--- config.mk ---
export PLATFORM = sky130hd
export DESIGN_NAME = request_consumer
export DESIGN_NICKNAME = d
export VERILOG_FILES = /design/src/rtl/request_consumer.sv
export SDC_FILE = /design/constraint.sdc
export NUM_CORES = 1
export LEC_CHECK = 0
export CORE_ASPECT_RATIO = 0.7
export CORE_MARGIN = 5
export CORE_UTILIZATION = 30
export DETAILED_ROUTE_END_ITERATION = 8
export SYNTH_ARGS = -nofsm -noshare
export SYNTH_HDL_FRONTEND = slang
export SYNTH_SLANG_ARGS = --single-unit
--- constraint.sdc ---
create_clock -name clk -period 9.9 [get_ports clk]
set_input_delay 1.98 -clock clk [delete_from_list [all_inputs] [get_ports clk]]
set_output_delay 1.98 -clock clk [all_outputs]
set_load 0.03 [all_outputs]
--- src/rtl/request_consumer.sv ---
// request_consumer: two-channel request receiver with per-channel flushable FIFOs and a round-robin merged output
`ifndef ADDRESS_WIDTH
`define ADDRESS_WIDTH 16
`endif
`ifndef ID_WIDTH
`define ID_WIDTH 8
`endif

// request_consumer_fifo: one channel buffer whose entries carry a live bit cleared by id-matched flushes
module request_consumer_fifo #(
    parameter int DEPTH = 4,
    parameter int AW    = 16,
    parameter int IW    = 8
) (
    input  logic          clk,
    input  logic          reset,
    input  logic          push,
    input  logic [AW-1:0] push_address,
    input  logic [IW-1:0] push_id,
    input  logic          flush,
    input  logic [IW-1:0] flush_id,
    input  logic          pop,
    output logic          full,
    output logic          nonempty,
    output logic          head_live,
    output logic [AW-1:0] head_address,
    output logic [IW-1:0] head_id,
    output logic [7:0]    drop_count
);
    localparam int PW = $clog2(DEPTH);
    localparam int CW = PW + 1;

    logic [AW-1:0]    addr_mem [DEPTH];
    logic [IW-1:0]    id_mem   [DEPTH];
    logic [DEPTH-1:0] live;
    logic [DEPTH-1:0] kill;
    logic [PW-1:0]    wr_ptr;
    logic [PW-1:0]    rd_ptr;
    logic [PW-1:0]    off [DEPTH];
    logic [CW-1:0]    count_q;
    logic [CW-1:0]    kills;
    logic             push_kill;
    logic [8:0]       drop_sum;

    genvar i;
    for (i = 0; i < DEPTH; i++) begin : g_off
        assign off[i] = PW'(i) - rd_ptr;
    end

    // Flush kill mask over occupied live slots, plus the slot being written this cycle
    always_comb begin
        push_kill = push && flush && push_id == flush_id;
        kills = CW'(push_kill);
        for (int k = 0; k < DEPTH; k++) begin
            kill[k] = flush && live[k] && ({1'b0, off[k]} < count_q) && id_mem[k] == flush_id;
            kills = kills + CW'(kill[k]);
        end
    end

    assign full         = count_q == CW'(DEPTH);
    assign nonempty     = count_q != '0;
    assign head_live    = nonempty && live[rd_ptr] && !kill[rd_ptr];
    assign head_address = addr_mem[rd_ptr];
    assign head_id      = id_mem[rd_ptr];
    assign drop_sum     = {1'b0, drop_count} + 9'(kills);

    // Pointers, occupancy, live bits and the saturating drop counter
    always_ff @(posedge clk or posedge reset) begin
        if (reset) begin
            wr_ptr     <= '0;
            rd_ptr     <= '0;
            count_q    <= '0;
            live       <= '0;
            drop_count <= '0;
        end else begin
            live <= live & ~kill;
            if (push) begin
                live[wr_ptr] <= !push_kill;
                wr_ptr       <= wr_ptr + 1'b1;
            end
            if (pop)
                rd_ptr <= rd_ptr + 1'b1;
            count_q    <= count_q + CW'(push) - CW'(pop);
            drop_count <= drop_sum[8] ? 8'hFF : drop_sum[7:0];
        end
    end

    // Payload storage needs no reset; occupancy decides what is meaningful
    always_ff @(posedge clk) begin
        if (push) begin
            addr_mem[wr_ptr] <= push_address;
            id_mem[wr_ptr]   <= push_id;
        end
    end
endmodule

// request_consumer: top level, stall generation, dead-head discard and round-robin output register
module request_consumer #(
    parameter int DEPTH        = 4,
    parameter int GLOBAL_STALL = 1
) (
    input  logic                      clk,
    input  logic                      reset,
    input  logic [`ADDRESS_WIDTH-1:0] in_address_1,
    input  logic [`ID_WIDTH-1:0]      in_id_1,
    input  logic                      in_valid_1,
    output logic                      out_stall_1,
    input  logic                      flush_1,
    input  logic [`ID_WIDTH-1:0]      flush_id_1,
    input  logic [`ADDRESS_WIDTH-1:0] in_address_2,
    input  logic [`ID_WIDTH-1:0]      in_id_2,
    input  logic                      in_valid_2,
    output logic                      out_stall_2,
    input  logic                      flush_2,
    input  logic [`ID_WIDTH-1:0]      flush_id_2,
    output logic [`ADDRESS_WIDTH-1:0] out_address,
    output logic [`ID_WIDTH-1:0]      out_id,
    output logic                      out_valid,
    output logic                      out_src,
    input  logic                      in_ready,
    output logic [7:0]                drop_count_1,
    output logic [7:0]                drop_count_2
);
    localparam int AW = `ADDRESS_WIDTH;
    localparam int IW = `ID_WIDTH;

    logic          full_1, full_2, ne_1, ne_2, live_1, live_2;
    logic          push_1, push_2, pop_1, pop_2, pick_1, pick_2, load, rr;
    logic [AW-1:0] head_address_1, head_address_2;
    logic [IW-1:0] head_id_1, head_id_2;

    assign out_stall_1 = GLOBAL_STALL != 0 ? (full_1 | full_2) : full_1;
    assign out_stall_2 = GLOBAL_STALL != 0 ? (full_1 | full_2) : full_2;
    assign push_1      = in_valid_1 && !out_stall_1;
    assign push_2      = in_valid_2 && !out_stall_2;

    request_consumer_fifo #(.DEPTH(DEPTH), .AW(AW), .IW(IW)) u_fifo_1 (
        .clk(clk), .reset(reset), .push(push_1), .push_address(in_address_1), .push_id(in_id_1),
        .flush(flush_1), .flush_id(flush_id_1), .pop(pop_1), .full(full_1), .nonempty(ne_1),
        .head_live(live_1), .head_address(head_address_1), .head_id(head_id_1),
        .drop_count(drop_count_1)
    );

    request_consumer_fifo #(.DEPTH(DEPTH), .AW(AW), .IW(IW)) u_fifo_2 (
        .clk(clk), .reset(reset), .push(push_2), .push_address(in_address_2), .push_id(in_id_2),
        .flush(flush_2), .flush_id(flush_id_2), .pop(pop_2), .full(full_2), .nonempty(ne_2),
        .head_live(live_2), .head_address(head_address_2), .head_id(head_id_2),
        .drop_count(drop_count_2)
    );

    // Arbitration: rr=0 prefers ch1; dead heads drain independently of the output
    always_comb begin
        load   = !out_valid || in_ready;
        pick_1 = load && live_1 && (!live_2 || !rr);
        pick_2 = load && live_2 && !pick_1;
        pop_1  = (ne_1 && !live_1) || pick_1;
        pop_2  = (ne_2 && !live_2) || pick_2;
    end

    // Output register and round-robin pointer; pointer moves past the channel just served
    always_ff @(posedge clk or posedge reset) begin
        if (reset) begin
            out_valid   <= 1'b0;
            out_src     <= 1'b0;
            out_address <= '0;
            out_id      <= '0;
            rr          <= 1'b0;
        end else if (load) begin
            out_valid <= pick_1 | pick_2;
            if (pick_1 | pick_2) begin
                out_address <= pick_1 ? head_address_1 : head_address_2;
                out_id      <= pick_1 ? head_id_1 : head_id_2;
                out_src     <= pick_2;
                rr          <= pick_1;
            end
        end
    end
endmodule
==> impl_metrics.env <==
export IMPL_end_kind="register"
export IMPL_synthTopCellsByArea="edfxtp_1, dfrtp_1, mux4_2"
export IMPL_clock_latency_ns=0.54
export IMPL_start_kind="input pin"
export IMPL_syn_area_sq_um=11700
export IMPL_clock_root_buffer="clkbuf_16"
export IMPL_p_sw_uw=1460
export IMPL_wl_per_cell_um=20.2
export IMPL_gp_congestion=0.833
export IMPL_power_frac_seq=0.379
export IMPL_post_dp_hpwl_mm=19.6
export IMPL_maxSlewHeadroom=0.368
export IMPL_clockBufferDepth=3
export IMPL_post_route_drc_count=0
export IMPL_grt_first_pass_wirelength_mm=42.5
export IMPL_cts_tree="yes"
export IMPL_rows=60
export IMPL_initial_core_util=0.304
export IMPL_final_setup_tns_ns=0
export IMPL_rsz0062_at_grt="no"
export IMPL_dieArea_sq_um=43300
export IMPL_r2r_cells=18
export IMPL_worstPathRequired_ns=10.37
export IMPL_tightestPinTransition_ns=0.948
export IMPL_clkTransAtPathRegs_ns=0.06
export IMPL_final_max_slew_viol_count=0
export IMPL_yosys_warnings=0
export IMPL_syn_to_final_growth_pct=21.8
export IMPL_setup_slack_ns=4.15
export IMPL_min_path_type="register to register"
export IMPL_yosysTopAreaCell="edfxtp_1"
export IMPL_grt_overflow=0
export IMPL_die_height_um=176
export IMPL_drt_iter0_drc=525
export IMPL_cts_sinks=257
export IMPL_fp_dieW_um=247
export IMPL_preCtsSetupSlack_ns=3.63
export IMPL_diodes=0
export IMPL_port_buffers=114
export IMPL_hold_viol_final=0
export IMPL_switching_share=0.342
export IMPL_synth_ff_type="edfxtp_1"
export IMPL_finalNetCount=953
export IMPL_syn_num_nets=842
export IMPL_yosysTopAreaCellShare=0.491
export IMPL_peakVddDrop_v=0.000169
export IMPL_core_region_area_sq_um=38600
export IMPL_max_freq_ghz=0.174
export IMPL_power_per_cell_area_nw_per_um2=299
export IMPL_reg2reg_setup_slack_ns=4.92
export IMPL_setup_viol=0
export IMPL_avgSynthCellArea_sq_um=16.0
export IMPL_hp_start="out_id[2]"
export IMPL_intPower_uw=2810
export IMPL_worstSetupEndpoint="u_fifo_1.drop_count[0]"
export IMPL_grt_max_degree=66
export IMPL_cp_max_fo=6
export IMPL_syn_inst=733
export IMPL_cap_viol_max_count=0
export IMPL_vias=6419
export IMPL_ios=115
export IMPL_antenna_found_initial=2
export IMPL_p_clk_frac=0.239
export IMPL_routed_wl_mm=28.1
export IMPL_htree_levels=1
export IMPL_dr_pass1_iters=4
export IMPL_ys_seq_area_frac=0.629
export IMPL_cp_arrival_ns=6.22
export IMPL_rr_startpoint="u_fifo_1.count_q[1]"
export IMPL_numCtsBuffers=26
export IMPL_grt_usage=0.129
export IMPL_status="completed"
export IMPL_finalClockSkew_ns=0.0157
export IMPL_antenna_left=0
export IMPL_synth_edf_count=192
export IMPL_r2r_end="u_fifo_1.drop_count[0]"
export IMPL_crit_type="input pin to register"
export IMPL_cts_setup_buffers=0
export IMPL_ys_ff_latch=257
export IMPL_cts_resized=0
export IMPL_period_share=0.581
export IMPL_avgViaCountPerCell=4.61
export IMPL_drive_above_1_share=0.162
export IMPL_worstSetupStartpoint="flush_id_1[5]"
export IMPL_layout_min_cycle_time_ns=5.75
export IMPL_grt_pass1_vias=6745
export IMPL_synthDistinctLibCells=47
export IMPL_combPwrFrac=0.382
export IMPL_synthArstFlopShare=0.253
export IMPL_hold_buffers=0
export IMPL_leakagePower_uw=0.00519
==> metal layers <==
layer,vias to the layer above,global-route usage,wire (um),part of all wire
li1,2961,-,-,-
met1,3271,0.188,13300,0.47
met2,143,0.203,12900,0.46
met3,40,0.0253,1330,0.047
met4,4,0.0232,471,0.017
met5,-,0,27,0.00096
==> cells in the mapped netlist, types with 6 or more instances <==
library cell	instances
a21oi_1	28
nand2_1	22
buf_1	6
and3_1	14
xor2_1	63
nor4_1	9
xnor2_1	36
mux2_2	23
mux4_2	48
dfrtp_1	65
nor2_1	12
fa_1	8
edfxtp_1	192
ha_1	30
nor3_1	13
clkbuf_1	10
mux2_1	26
buf_2	17
inv_1	41
nand3_1	10
o2111ai_1	8
==> placed cells by master, fill, tap and decap left out, drive strengths merged, types with 4 or more instances in the layout <==
cell,synthesis,final
edfxtp,192,192
clkdlybuf4s50,0,114
dfrtp,65,65
xor2,63,63
mux2,49,49
mux4,48,48
inv,41,42
xnor2,36,36
clkbuf,10,32
ha,30,30
a21oi,28,28
nand2,22,22
nor3,14,14
and3,14,14
nor2,12,12
nand3,12,12
clkinv,0,11
nor4,9,9
o2111ai,8,8
fa,8,8
buf,28,7
nand2b,5,5
o21ai,5,5
nor2b,5,5
bufinv,0,4
==> sequential cells by signal, summed over array words and instances (netlist names), 2 cells and up <==
signal	count
u_fifo_1.count_q	3
u_fifo_2.live	4
u_fifo_1.id_mem	32
u_fifo_2.wr_ptr	2
u_fifo_1.rd_ptr	2
u_fifo_2.count_q	3
u_fifo_2.addr_mem	64
u_fifo_1.live	4
u_fifo_1.wr_ptr	2
u_fifo_1.addr_mem	64
u_fifo_2.rd_ptr	2
out_address	16
u_fifo_1.drop_count	8
out_id	8
u_fifo_2.id_mem	32
u_fifo_2.drop_count	8
==> stage by stage <==
step                      cell area [sq um]  cells  hold WS (ns)  power (uW)  utilization
after floorplan                       11700    733         0.524        2740            -
after global placement                13400   1343         0.470        3280        0.348
after detailed placement              13400   1343         0.476        3300        0.348
after CTS                             14300   1391         0.489        4340        0.371
after global routing                  14300   1391         0.524        4520        0.371
final                                 14300   1391         0.481        4270        0.371
==> cell type report <==
type / count / area [sq um]
sequential: 257 / 7400
inverter: 41 / 154
clock inverter: 16 / 190
fill: 3668 / 24300
tap: 527 / 659
timing repair buffer: 121 / 1190
multi-input combinational: 397 / 4020
clock buffer: 32 / 694
==> cells by family after synthesis <==
kind of cell | count (synthesis) | synth area share
buffers and inverters | 79 | 0.0299
XOR/XNOR | 99 | 0.0738
flip-flops | 257 | 0.629
AND/OR/NAND/NOR | 104 | 0.0471
AO/OA/AOI/OAI | 56 | 0.0327
multiplexers | 100 | 0.142
adder cells (fa/ha/maj) | 38 | 0.0456
==> worst max-delay path: stages <==
cell and delay [ns]:
clkdlybuf4s50_1 0.55, xor2_1 0.26, nor4_1 0.28, nand3_1 0.14
nor2_1 0.29, ha_1 0.19, inv_1 0.06, fa_1 0.55
inv_1 0.05, ha_1 0.20, fa_1 0.51, inv_1 0.06
fa_1 0.42, inv_1 0.07, a21oi_1 0.11, nor2_1 0.16
nand3_1 0.22, nand2b_1 0.13
==> power groups by stage <==
stage	sequential (uW)	clock [uW]	combinational, uW
4_1_cts	1620	1050	1670
3_3_place_gp	1640	0	1640
5_1_grt	1650	1090	1790
6_report	1620	1020	1630
3_5_place_dp	1640	0	1660
2_1_floorplan	1680	0	1060
==> worst min path at each step <==
stage                                  end  slack (ns)  cells past startpoint
after global routing             out_id[3]        0.52                      1
after floorplan           u_fifo_2.live[0]        0.52                      2
after detailed placement         out_id[2]        0.48                      1
after global placement      out_address[0]        0.47                      1
after CTS                        out_id[2]        0.49                      1
final                            out_id[2]        0.48                      1
No activity file was read; power rests on OpenSTA's default activity.
